File: src/rtl/y_response_misr.sv
// Response-side MISR: folds each valid y sample into a signature and compares it to a golden value.
// Optional `MISR_XCHECK_EN: sticky detection of X/Z on valid samples forces pass low.
module y_response_misr #(
  parameter int                   Y_WIDTH   = 119,
  parameter int                   SIG_WIDTH = 32,
  parameter logic [SIG_WIDTH-1:0] POLY      = 32'h04C11DB7,
  parameter logic [SIG_WIDTH-1:0] SEED      = 32'hFFFFFFFF
) (
  input  logic                 clk,
  input  logic                 rst,
  input  logic                 start,
  input  logic [15:0]          sample_count,
  input  logic [SIG_WIDTH-1:0] expected_sig,
  input  logic                 y_valid,
  input  logic [Y_WIDTH-1:0]   y,
  output logic                 busy,
  output logic                 done,
  output logic                 pass,
  output logic [SIG_WIDTH-1:0] signature,
  output logic [15:0]          samples_seen
);

  localparam int NSLICE = (Y_WIDTH + SIG_WIDTH - 1) / SIG_WIDTH;
  localparam int EXTW   = NSLICE * SIG_WIDTH;

  typedef enum logic [1:0] {
    IDLE  = 2'd0,
    RUN   = 2'd1,
    CHECK = 2'd2,
    DONE  = 2'd3
  } state_t;

  state_t               state;
  state_t               stateNext;
  logic [15:0]          target;
  logic [EXTW-1:0]      yExt;
  logic [SIG_WIDTH-1:0] fold;
  logic [SIG_WIDTH-1:0] sigStep;
  logic                 absorb;
  logic                 matchOk;

  // Zero-extend y to a whole number of slices and XOR the slices together.
  always_comb begin
    yExt = EXTW'(y);
    fold = '0;
    for (int i = 0; i < NSLICE; i++) begin
      fold = fold ^ yExt[i*SIG_WIDTH +: SIG_WIDTH];
    end
  end

  always_comb begin
    sigStep = {signature[SIG_WIDTH-2:0], 1'b0}
            ^ (signature[SIG_WIDTH-1] ? POLY : '0)
            ^ fold;
  end

  // A sample arriving together with start belongs to the aborted run and is dropped.
  assign absorb = (state == RUN) && !start && y_valid && (samples_seen != target);

  always_comb begin
    stateNext = state;
    case (state)
      IDLE:    if (start) stateNext = RUN;
      RUN: begin
        if (start)                       stateNext = RUN;
        else if (samples_seen == target) stateNext = CHECK;
      end
      CHECK:   stateNext = start ? RUN : DONE;
      DONE:    if (start) stateNext = RUN;
      default: stateNext = IDLE;
    endcase
  end

  always_ff @(posedge clk) begin
    if (rst) state <= IDLE;
    else     state <= stateNext;
  end

`ifdef MISR_XCHECK_EN
  logic xz;

  always_ff @(posedge clk) begin
    if (rst || start)              xz <= 1'b0;
    else if (absorb && (^y === 1'bx)) xz <= 1'b1;
  end

  assign matchOk = (signature == expected_sig) && !xz;
`else
  assign matchOk = (signature == expected_sig);
`endif

  // pass is written only in CHECK so the previous verdict stays visible until the next compare.
  always_ff @(posedge clk) begin
    if (rst) begin
      signature    <= SEED;
      samples_seen <= '0;
      target       <= '0;
      pass         <= 1'b0;
    end else if (start) begin
      signature    <= SEED;
      samples_seen <= '0;
      target       <= sample_count;
    end else begin
      if (absorb) begin
        signature <= sigStep;
        if (samples_seen != 16'hFFFF) samples_seen <= samples_seen + 16'd1;
      end
      if (state == CHECK) pass <= matchOk;
    end
  end

  assign busy = (state == RUN) || (state == CHECK);
  assign done = (state == DONE);

endmodule

File: config.mk
export PLATFORM = sky130hd
export DESIGN_NAME = y_response_misr
export DESIGN_NICKNAME = d
export VERILOG_FILES = /design/src/rtl/y_response_misr.sv
export SDC_FILE = /design/constraint.sdc
export NUM_CORES = 1
export LEC_CHECK = 0
export BUFFER_PORTS_ARGS = -buffer_cell sky130_fd_sc_hd__buf_4
export CAP_MARGIN = 20
export CORE_MARGIN = 3
export CORE_UTILIZATION = 48
export CTS_BUF_LIST = sky130_fd_sc_hd__clkbuf_8
export CTS_CLUSTER_SIZE = 24
export DETAILED_ROUTE_END_ITERATION = 8
export PLACE_DENSITY = 0.9
export SYNTH_ARGS = -nofsm -noshare
export SYNTH_HDL_FRONTEND = slang
export SYNTH_SLANG_ARGS = --single-unit
export TNS_END_PERCENT = 1
File: constraint.sdc
create_clock -name clk -period 2.22 [get_ports clk]
set_input_delay 0.333 -clock clk [delete_from_list [all_inputs] [get_ports clk]]
set_output_delay 0.333 -clock clk [all_outputs]
set_load 0.02 [all_outputs]
Word level (Yosys, flattened, before mapping):

Index checks and enable logic that the tools add are counted.

* register bits: 67
* bits in latches: 0
* RAM bits: 0
* bits in read-only memories: 0
* input bits: 171
* output and inout bits: 51
* logic and storage cells: 38
* memories kept: 0

* add/subtract/negate cells: 1
* multipliers: 0
* divide/modulo/power cells: 0
* magnitude comparators: 0
* equality and inequality tests: 9
* shifts and indexed selects: 0
* muxes and demuxes: 6
* bitwise operators: 6
* reductions and logical operators: 11

Operators with widths (number)
* $xor A32 B32 Y32: 3
* $eq A32 B32 Y1: 1
* $xor A32 B23 Y32: 1
* $xor A32 B27 Y32: 1
* $mux W27: 1
* $add A16 B1 Y16 const B: 1
* $eq A16 B16 Y1: 1
* $ne A16 B16 Y1: 1
* $ne A16 B16 Y1 const B: 1
* $mux W2: 4
* $pmux W2 S3: 1
* $reduce_and A2 Y1: 3
* $eq A2 B2 Y1 const B: 2
* $reduce_or A2 Y1: 2
* $logic_and A1 B1 Y1: 3
* $ne A3 B3 Y1 const B: 1
* $eq A2 B1 Y1 const B: 1
* $logic_not A2 Y1: 1
* $ne A2 B1 Y1 const B: 1
* $logic_not A1 Y1: 1
* $logic_or A1 B1 Y1: 1
* $not A1 Y1: 1

Depth between registers and ports, before layout:

* word-level depth: 5
* mapped depth: 9

Worst setup path after synthesis:

No wires, ideal clock.

* path kind: register to register
* from: register samples_seen[1]
* to: register samples_seen[12]
* setup time: 0.128 ns
* data arrival time: 1.823 ns
* required time: 2.092 ns
* setup slack: 0.269 ns
* cell stages (with the launch flop): 7
* clock period less this slack: 1.951 ns
* cell sequence: dfxtp_1 -> ha_1 -> and2_1 -> nand4_1 -> or4b_4 -> mux2i_1 -> nor2_1

* cells in the longest elaborated chain, start to end: 3
* elaborated cells on any way between the ends: 5
* classes of those cells: add/sub (1); eq/ne (2); reduce/logical (2)

Ends and longest elaborated chain
* start: declaration: line 20 `output logic [15:0] samples_seen`
* start signal: assignment: line 106 `if (samples_seen != 16'hFFFF) samples_seen <= samples_seen + 16'd1;`
* parallel branches: the longest is 3 deep, another holds $add A16 B1 Y16

Several ways; the timed one is not identified.
A chain may end at the register's enable or synchronous reset.

Worst setup path in the final report:

* from: register signature[20]
* to: register pass

* cells in the longest elaborated chain, start to end: 1

Ends and longest elaborated chain
* start: declaration: line 19 `output logic [SIG_WIDTH-1:0] signature,`
* start signal: assignment: line 105 `signature <= sigStep;`
* $eq A32 B32 Y1: line 89 `assign matchOk = (signature == expected_sig);`
* end signal: assignment: line 108 `if (state == CHECK) pass <= matchOk;`
* end: declaration: line 18 `output logic pass,`

Every way passes these cells.

==> impl_metrics.ini <==
[outcome]
outcome = finished clean

[global_routing]
grt_max_degree = 41
grt_pass1_vias = 4399
grt_overflow = 0
antenna_found_initial = 0
grt_pass1_wl_mm = 21.70
grt_usage_pct = 27.04

[critical_path]
slowest_stage = nor4_1
endpoint_kind = register
required_ns = 2.49
critPathMaxStageDelay_ns = 0.46
path_cells = xor2_1 -> nor4_1 -> buf_4 -> nand4_1 -> nor4_1 -> nand4_1 -> a21oi_1
critPathLaunchType = register
cp.depth = 7
worstSetupPathType = reg -> reg
r2r_cells = 7
crit_arrival_ns = 2.33
path_delay_family = simple AND/OR/NAND/NOR gates
crit_fanout = 4
critPathBufInv = 1

[synth]
synth_ff_type = dfxtp_1
ys_ff_latch = 67
postSynthAreaPerCell_sq_um = 9.157
synthesis.instances = 477
synth_edf_count = 0
yosys_warnings = 0
ys_seq_area_share_pct = 30.71
syn-cell-area_sq_um = 4368
postSynth.asyncResetShare_pct = 0
synth.distinct_cells = 45
synth_nets = 653

[detailed_routing]
wirelength_mm = 14.20
num_vias = 4287
remaining_drc_errors = 0
drt-initial-drc-count = 117
dr.pass1.iters = 4
vias_per_cell = 5.254
wl_per_cell_um = 17.41
ant_nets = 0

[min_path]
whs_path_depth = 3
hold_class = in -> reg

[pwr]
power_density_nw_per_um2 = 547.8
finalPower_mw = 3.519
cellLeakagePower_nw = 2.887
ir_worst_vdd_v = 0.0003412

[placed_design]
place_congestion = 0.8977
hpwl_mm = 11.65
portBuffers = 221
dp_slack_ns = 0.1211
placed_area_sq_um = 6182

[timing]
hold_viol = 0
worst_pin_slew_ns = 0.6214
rsz0062_at_grt = yes
finalCriticalPeriod_ns = 2.067
fmax_mhz = 483.9
finalSetupViolations = 0
relSlewSlack_pct = 58.53
slew_viol_final = 0
setup_ws_ns = 0.1535
tns_ns = 0
skew_ns = 0.009682
period_share_pct = 93.09

[floorplan]
dieArea_sq_um = 10280
rows = 34
die_w_um = 101.4
core_sq_um = 8763
start_util_pct = 49.84
ios = 222
die_h_um = 101.4

[layout]
final_common_cell = buf_4
final_cell_area_sq_um = 6424
fill_cells = 626
fin_util_pct = 73.30
final_cell_mix = 233 x buf_4, 124 x xnor2_1, 67 x dfxtp_1, 57 x xor2_1, 40 x nand2_1
layout-drive-gt1-share_pct = 37.85
antenna_cells = 0
area_delta_synth_final_pct = 47.06
num-nets-final = 879

[clocking]
clk_latency_ns = 0.34
cts.sinks = 67
cts_tree = done
htreeDepth = 3
numCtsBuffers = 9
cts_root_buf = clkbuf_8
clockBufferDepth = 2
holdBufCountCts = 0
clk_pin_slew_ns = 0.08

[run]
cap_violations = 0
==> layer usage <==
metal	vias up	track usage, %	wire [um]
li1	2079	-	-
met1	2015	29.86	5250
met2	162	50.30	7598
met3	31	5.510	932
met4	0	10.63	424
met5	-	0	0
==> path summary, 6_finish.rpt <==
kind | startpoint | to | slack [ns]
worst max-delay path | signature[20]$_SDFFE_PP1P_ | pass$_SDFFE_PP0P_ | 0.15
worst min-delay path | sample_count[13] | target[13]$_SDFFE_PP0P_ | 0.23
worst max register to register | signature[20]$_SDFFE_PP1P_ | pass$_SDFFE_PP0P_ | 0.15
worst min register to register | pass$_SDFFE_PP0P_ | pass$_SDFFE_PP0P_ | 0.47
==> stage by stage <==
stage	hold slack, ns	instances
after floorplan	0.4802	477
after global placement	0.4438	800
after CTS	0.2158	816
after detailed placement	0.4620	800
after global routing	0.2280	816
final	0.2262	816
==> worst register-to-register path, delay by kind of cell, from the launching register on <==
family	cells	cell delay [ns]
simple gates	4	1.05
buf+inv	1	0.19
flops	1	0.37
compound gates	1	0.19
xor+xnor	1	0.19
==> kinds of logic after synthesis <==
group,after synthesis,synth area share (%)
multiplexers,18,4.125
AO/OA/AOI/OAI,63,9.997
adder cells (fa/ha/maj),5,1.432
buffers and inverters,26,2.807
flip-flops,67,30.71
AND/OR/NAND/NOR,116,14.27
XOR/XNOR,182,36.67
==> flip-flops by register name (all words and copies together) (netlist names) <==
register and count:
pass 1, samples_seen 16, target 16, state 2, signature 32
==> repair_timing <==
item,4_1_cts,5_1_grt
endpoints found under the hold margin,0,0
resized for setup,0,3
buffers inserted,0,0
endpoints found under the setup margin,0,21
==> area by class of cell <==
class                           instances  area, sq um  area share, %
Clock buffer                           11        151.4          2.357
Sequential cell                        67         1341          20.88
Inverter                                6        22.52         0.3506
Timing Repair Buffer                  235         1780          27.72
Multi-Input combinational cell        384         2917          45.40
Clock inverter                          5        76.32          1.188
Tap cell                              108        135.1          2.104
==> cell usage after synthesis (all sizes together) (7+ instances only) <==
cell	n	share of area, %
nand4	8	1.1
nor2	30	2.8
buf	15	1.9
o31ai	7	1.2
nor4	12	2.3
nand2	41	3.6
mux2i	18	4.1
o211ai	32	5.5
xor2	58	12
xnor2	124	25
a21oi	13	1.5
or4	7	1.2
dfxtp	67	31
==> power breakdown <==
group / internal (mW) / switching (mW)
clock: 0.688 / 0.477
combinational: 0.566 / 0.476
sequential: 1.25 / 0.0616
Power figures use the tool's default switching activity.
